===== src/rtl/axis_vip_pkg.sv =====
// Shared AXI-Stream constants and the stored beat layout used by the frame FIFO.
package axis_vip_pkg;

    localparam int AXIS_DATA_W     = 8;
    localparam int AXIS_FIFO_DEPTH = 16;

    typedef struct packed {
        logic                   last;
        logic [AXIS_DATA_W-1:0] data;
    } axis_beat_t;

endpackage


===== src/rtl/axis_fifo_mem.sv =====
// Simple dual-port storage for the frame FIFO: synchronous write, asynchronous read.
module axis_fifo_mem #(
    parameter int WIDTH = 9,
    parameter int DEPTH = 16,
    localparam int AW   = $clog2(DEPTH)
) (
    input  logic             clk,
    input  logic             wr_en_i,
    input  logic [AW-1:0]    wr_addr_i,
    input  logic [WIDTH-1:0] wr_data_i,
    input  logic [AW-1:0]    rd_addr_i,
    output logic [WIDTH-1:0] rd_data_o
);

    logic [WIDTH-1:0] mem_q [DEPTH];

    // Storage write port; contents are intentionally never reset.
    always_ff @(posedge clk) begin
        if (wr_en_i) begin
            mem_q[wr_addr_i] <= wr_data_i;
        end
    end

    assign rd_data_o = mem_q[rd_addr_i];

endmodule


===== src/rtl/axis_frame_fifo.sv =====
// First-word-fall-through AXI-Stream FIFO with optional line-length checker,
// enabled by defining AXIS_FRAME_FIFO_LAST_CHECK_EN.
module axis_frame_fifo
    import axis_vip_pkg::*;
#(
    parameter int DATA_W = AXIS_DATA_W,
    parameter int DEPTH  = AXIS_FIFO_DEPTH,
    parameter int LINE_W = 64
) (
    input  logic                     clk,
    input  logic                     reset,
    input  logic [DATA_W-1:0]        s_data,
    input  logic                     s_valid,
    output logic                     s_ready,
    input  logic                     s_last,
    output logic [DATA_W-1:0]        m_data,
    output logic                     m_valid,
    input  logic                     m_ready,
    output logic                     m_last,
    output logic [$clog2(DEPTH):0]   level,
    output logic                     err_last
);

    localparam int AW = $clog2(DEPTH);
    localparam int LW = AW + 1;
    localparam logic [LW-1:0] FULL_LVL = LW'(DEPTH);

    logic [AW-1:0] wr_ptr_q, wr_ptr_d;
    logic [AW-1:0] rd_ptr_q, rd_ptr_d;
    logic [LW-1:0] level_q, level_d;
    logic          s_ready_q;
    logic          push_s, pop_s;
    logic [DATA_W:0] rd_beat_s;

    assign push_s  = s_valid && s_ready_q;
    assign pop_s   = m_valid && m_ready;
    assign m_valid = (level_q != {LW{1'b0}});
    assign s_ready = s_ready_q;
    assign level   = level_q;
    assign m_data  = rd_beat_s[DATA_W-1:0];
    assign m_last  = rd_beat_s[DATA_W];

    axis_fifo_mem #(
        .WIDTH (DATA_W + 1),
        .DEPTH (DEPTH)
    ) u_mem (
        .clk       (clk),
        .wr_en_i   (push_s),
        .wr_addr_i (wr_ptr_q),
        .wr_data_i ({s_last, s_data}),
        .rd_addr_i (rd_ptr_q),
        .rd_data_o (rd_beat_s)
    );

    // Pointer and occupancy next-state.
    always_comb begin
        wr_ptr_d = wr_ptr_q;
        rd_ptr_d = rd_ptr_q;
        level_d  = level_q;
        if (push_s) begin
            wr_ptr_d = wr_ptr_q + AW'(1'b1);
        end else begin
            wr_ptr_d = wr_ptr_q;
        end
        if (pop_s) begin
            rd_ptr_d = rd_ptr_q + AW'(1'b1);
        end else begin
            rd_ptr_d = rd_ptr_q;
        end
        case ({push_s, pop_s})
            2'b10:   level_d = level_q + LW'(1'b1);
            2'b01:   level_d = level_q - LW'(1'b1);
            default: level_d = level_q;
        endcase
    end

    // s_ready is registered from next occupancy so it is low throughout reset
    // and never depends combinationally on m_ready.
    always_ff @(posedge clk) begin
        if (reset) begin
            wr_ptr_q  <= {AW{1'b0}};
            rd_ptr_q  <= {AW{1'b0}};
            level_q   <= {LW{1'b0}};
            s_ready_q <= 1'b0;
        end else begin
            wr_ptr_q  <= wr_ptr_d;
            rd_ptr_q  <= rd_ptr_d;
            level_q   <= level_d;
            s_ready_q <= (level_d != FULL_LVL);
        end
    end

`ifdef AXIS_FRAME_FIFO_LAST_CHECK_EN
    localparam int CW = $clog2(LINE_W) + 1;
    localparam logic [CW-1:0] LAST_CNT = CW'(LINE_W - 1);
    localparam logic [CW-1:0] MAX_CNT  = CW'(LINE_W);

    logic [CW-1:0] cnt_q, cnt_d;
    logic          err_q, err_d;

    // Beat-in-line counter and sticky length-error detection on pushes.
    always_comb begin
        cnt_d = cnt_q;
        err_d = err_q;
        if (push_s) begin
            if (s_last) begin
                cnt_d = {CW{1'b0}};
            end else if (cnt_q == MAX_CNT) begin
                cnt_d = MAX_CNT;
            end else begin
                cnt_d = cnt_q + CW'(1'b1);
            end
            if ((s_last && (cnt_q != LAST_CNT)) || (!s_last && (cnt_q == LAST_CNT))) begin
                err_d = 1'b1;
            end else begin
                err_d = err_q;
            end
        end else begin
            cnt_d = cnt_q;
            err_d = err_q;
        end
    end

    // Checker state; only reset clears the error flag.
    always_ff @(posedge clk) begin
        if (reset) begin
            cnt_q <= {CW{1'b0}};
            err_q <= 1'b0;
        end else begin
            cnt_q <= cnt_d;
            err_q <= err_d;
        end
    end

    assign err_last = err_q;
`else
    // Constant 0 for every legal LINE_W; no checker state exists in this build.
    assign err_last = (LINE_W < 1) ? 1'b1 : 1'b0;
`endif

endmodule


===== config.mk =====
export PLATFORM = sky130hd
export DESIGN_NAME = axis_frame_fifo
export DESIGN_NICKNAME = d
export VERILOG_FILES = /design/src/rtl/axis_vip_pkg.sv /design/src/rtl/axis_fifo_mem.sv /design/src/rtl/axis_frame_fifo.sv
export SDC_FILE = /design/constraint.sdc
export NUM_CORES = 1
export LEC_CHECK = 0
export BUFFER_PORTS_ARGS = -buffer_cell sky130_fd_sc_hd__buf_2
export CORE_MARGIN = 1
export CORE_UTILIZATION = 39
export CTS_BUF_LIST = sky130_fd_sc_hd__clkbuf_4 sky130_fd_sc_hd__clkbuf_8
export DETAILED_ROUTE_END_ITERATION = 8
export PLACE_DENSITY = 0.56
export SLEW_MARGIN = 10
export SYNTH_ARGS = -nofsm -noshare
export SYNTH_HDL_FRONTEND = slang
export SYNTH_SLANG_ARGS = --single-unit

===== constraint.sdc =====
create_clock -name clk -period 2.9 [get_ports clk]
set_input_delay 0.145 -clock clk [delete_from_list [all_inputs] [get_ports clk]]
set_output_delay 0.145 -clock clk [all_outputs]
set_load 0.02 [all_outputs]

==> results_dict.tcl <==
set metrics [dict create \
    layout_commonest_cell "edfxtp_1" \
    finalSetupViolations 0 \
    portBuffers 28 \
    dieArea_um2 17300 \
    hold_buffers 0 \
    timing.hold.ws_ps 45.38 \
    ios 30 \
    reg2reg_setup_slack_ps 230 \
    final.fill_count 1396 \
    synth-seq-cells 162 \
    rsz0062_at_grt "false" \
    overflow 0 \
    worstHoldPathType "input pin to flip-flop" \
    post_cts_buffers 0 \
    yosysTopAreaCellShare_pct 66.08 \
    drive_gt1_share_pct 25.13 \
    htree_levels 4 \
    synth.avg_cell_area_um2 20.01 \
    r2r-end "s_ready" \
    drt_iter0_markers 301 \
    critical-path-top-delay-family "compound AO/OA/AOI/OAI gates" \
    fin_util_pct 46.05 \
    nets 398 \
    synth.net_count 348 \
    required_ps 3220 \
    cts_sinks 162 \
    max_freq_ghz 0.3749 \
    numCtsBuffers 17 \
    drv_slew 0 \
    arrival_ps 2990 \
    synth.area.mux_share_pct 17.63 \
    drt-total-wl_mm 12.97 \
    slew_headroom_pct 45.76 \
    reg2reg_depth 10 \
    vdd_drop_max_mv 0.5345 \
    synth_compound_area_share_pct 1.033 \
    hold_depth 2 \
    hold_viol_final 0 \
    hp-start "reset" \
    dr.pass1.iters 4 \
    netlist_instances 327 \
    layout_common_cells "edfxtp_1, mux4_1, nor2_1" \
    die_h_um 131.5 \
    critPathBufInv 0 \
    syn_area_um2 6544 \
    clk_pin_slew_worst_paths_ps 80 \
    drc 0 \
    critPathMaxFanout 8 \
    outcome "finished, final reports clean" \
    dpl_cell_area_um2 7028 \
    leakage_nw 2.460 \
    core_um2 16120 \
    vias 3116 \
    synth_top_area_cell "edfxtp_1" \
    rows 46 \
    finalSetupTns_ps 0 \
    drtAntennaViolNets 0 \
    synth_xor_area_share_pct 1.740 \
    worstPathCellList "nor3_2 > a21boi_2 > ha_1 > xor2_1 > ha_1 > a21oi_1 > or3b_2 > a31oi_1 > xor2_1 > a41oi_1" \
    initial_core_util_pct 40.61 \
    post_cts_resized 0 \
    finalWeightedCongestion 0.7147 \
    grt_first_pass_wirelength_mm 19.73 \
    routedWlPerCell_um 21.37 \
    worst_slew_pin_slew_ps 812.5 \
    endpoint_kind "flip-flop" \
    grt_max_degree 37 \
    grt_usage_pct 16.19 \
    via_per_inst 5.133 \
    yosys_warnings 0 \
    r2r-start "level[0]" \
    stdcell_area_um2 7421 \
    hold_path_end "rd_ptr_q[0]" \
    max-clock-path-buffers 2 \
    finalPower_w 0.005622 \
    power.density_nw_per_um2 757.6 \
    die_w_um 131.5 \
    drv_cap 0 \
    cts_tree "built" \
    root_buffer "clkbuf_8" \
    insertion_delay_ps 450 \
    yosys.area_share.adder_pct 1.530 \
    synth_sequential_area_ratio_pct 71.59 \
    grt_pass1_vias 3231 \
    synth_area_leaders "edfxtp_1, mux4_1, dfxtp_1, mux4_2, nor2_1" \
    synth_top_family_by_area "multiplexers" \
    area_growth_pct 13.40 \
    antenna_found_initial 1 \
    fin_crit_sh_pct 91.98 \
    crit_slowest_cell "or3b_2" \
    synthSimpleGateAreaFrac_pct 4.474 \
    finalClockSkew_ps 8.187 \
    post-route-min-period_ps 2667 \
    startpoint_type "flip-flop" \
    hpwl_mm 7.733 \
    synth.distinct_cells 34 \
    cpPeakStageDelay_ps 440 \
    critical_path_class "flip-flop to flip-flop" \
]
-- worst register-to-register path, cell delays in order (launching register included) --
cell and delay, ps:
dfxtp_2 430, nor3_2 90, a21boi_2 310, ha_1 250
xor2_1 160, ha_1 230, a21oi_1 80, or3b_2 440
a31oi_1 220, xor2_1 210, a41oi_1 130
-- per-stage QoR --
step                      setup WS [ps]  cells
after floorplan                   19.14    327
after global placement            199.9    574
after detailed placement          108.4    574
after CTS                         66.64    606
after global routing              38.93    606
final                             232.7    607
-- registers in the layout, summed over array words and instances (netlist names), named ones only --
name         cells
rd_ptr_q         4
wr_ptr_q         4
level            5
u_mem.mem_q    144
s_ready          1
-- worst max path at each step --
stage	end	start	slack (ps)	cells past startpoint
after detailed placement	s_ready	level[0]	110	10
after floorplan	s_ready	level[1]	20	12
final	s_ready	level[0]	230	10
after global placement	s_ready	level[0]	200	10
after global routing	s_ready	level[0]	40	10
after CTS	s_ready	level[0]	70	10
-- power by group --
part	switching (W)	leakage [nW]	internal (W)
sequential	0.0000508	1.44	0.00262
clock	0.000816	0.190	0.000782
combinational	0.000709	0.826	0.000643
-- synth_stat cells (all sizes together) --
cell and count:
edfxtp 144, mux4 45, nor2 29, dfxtp 18
buf 12, nand2 11, xor2 9, clkbuf 8
ha 8, nor3 5, nand2b 4, nand3b 4
xnor2 4, a21oi 3, a31oi 3, inv 3
nand4 3, mux2i 2, o21ai 2, a21boi 1
a21o 1, a41oi 1, and2 1, and3b 1
conb 1, nand3 1, nand4b 1, nor2b 1
or3b 1
-- layout make-up --
class	instances	area, um2	area share, %
Sequential cell	162	4687	63.16
Tap cell	216	270.3	3.642
Inverter	3	11.26	0.1517
Clock inverter	13	135.1	1.821
Timing Repair Buffer	51	325.3	4.384
Antenna cell	1	2.502	0.03372
Clock buffer	19	249.0	3.355
Multi-Input combinational cell	142	1740	23.45
-- cells by family (layout without fill, tap and decap cells) --
kind of cell,Yosys count,count (layout)
flops,162,162
simple gates,62,62
mux,47,47
buf+inv,23,86
xor+xnor,13,13
compound gates,11,11
fa+ha+maj,8,8
other cells,1,2
-- metal layers --
metal  vias to the layer above  GRT usage [%]  part of all wire, %
met5                         -              0                    0
met4                         0          4.651                 0.92
met3                         9          4.591                  4.5
met2                        73          27.01                   51
met1                      1603          20.53                   43
li1                       1431              -                    -
(Power assumes the default switching activity.)
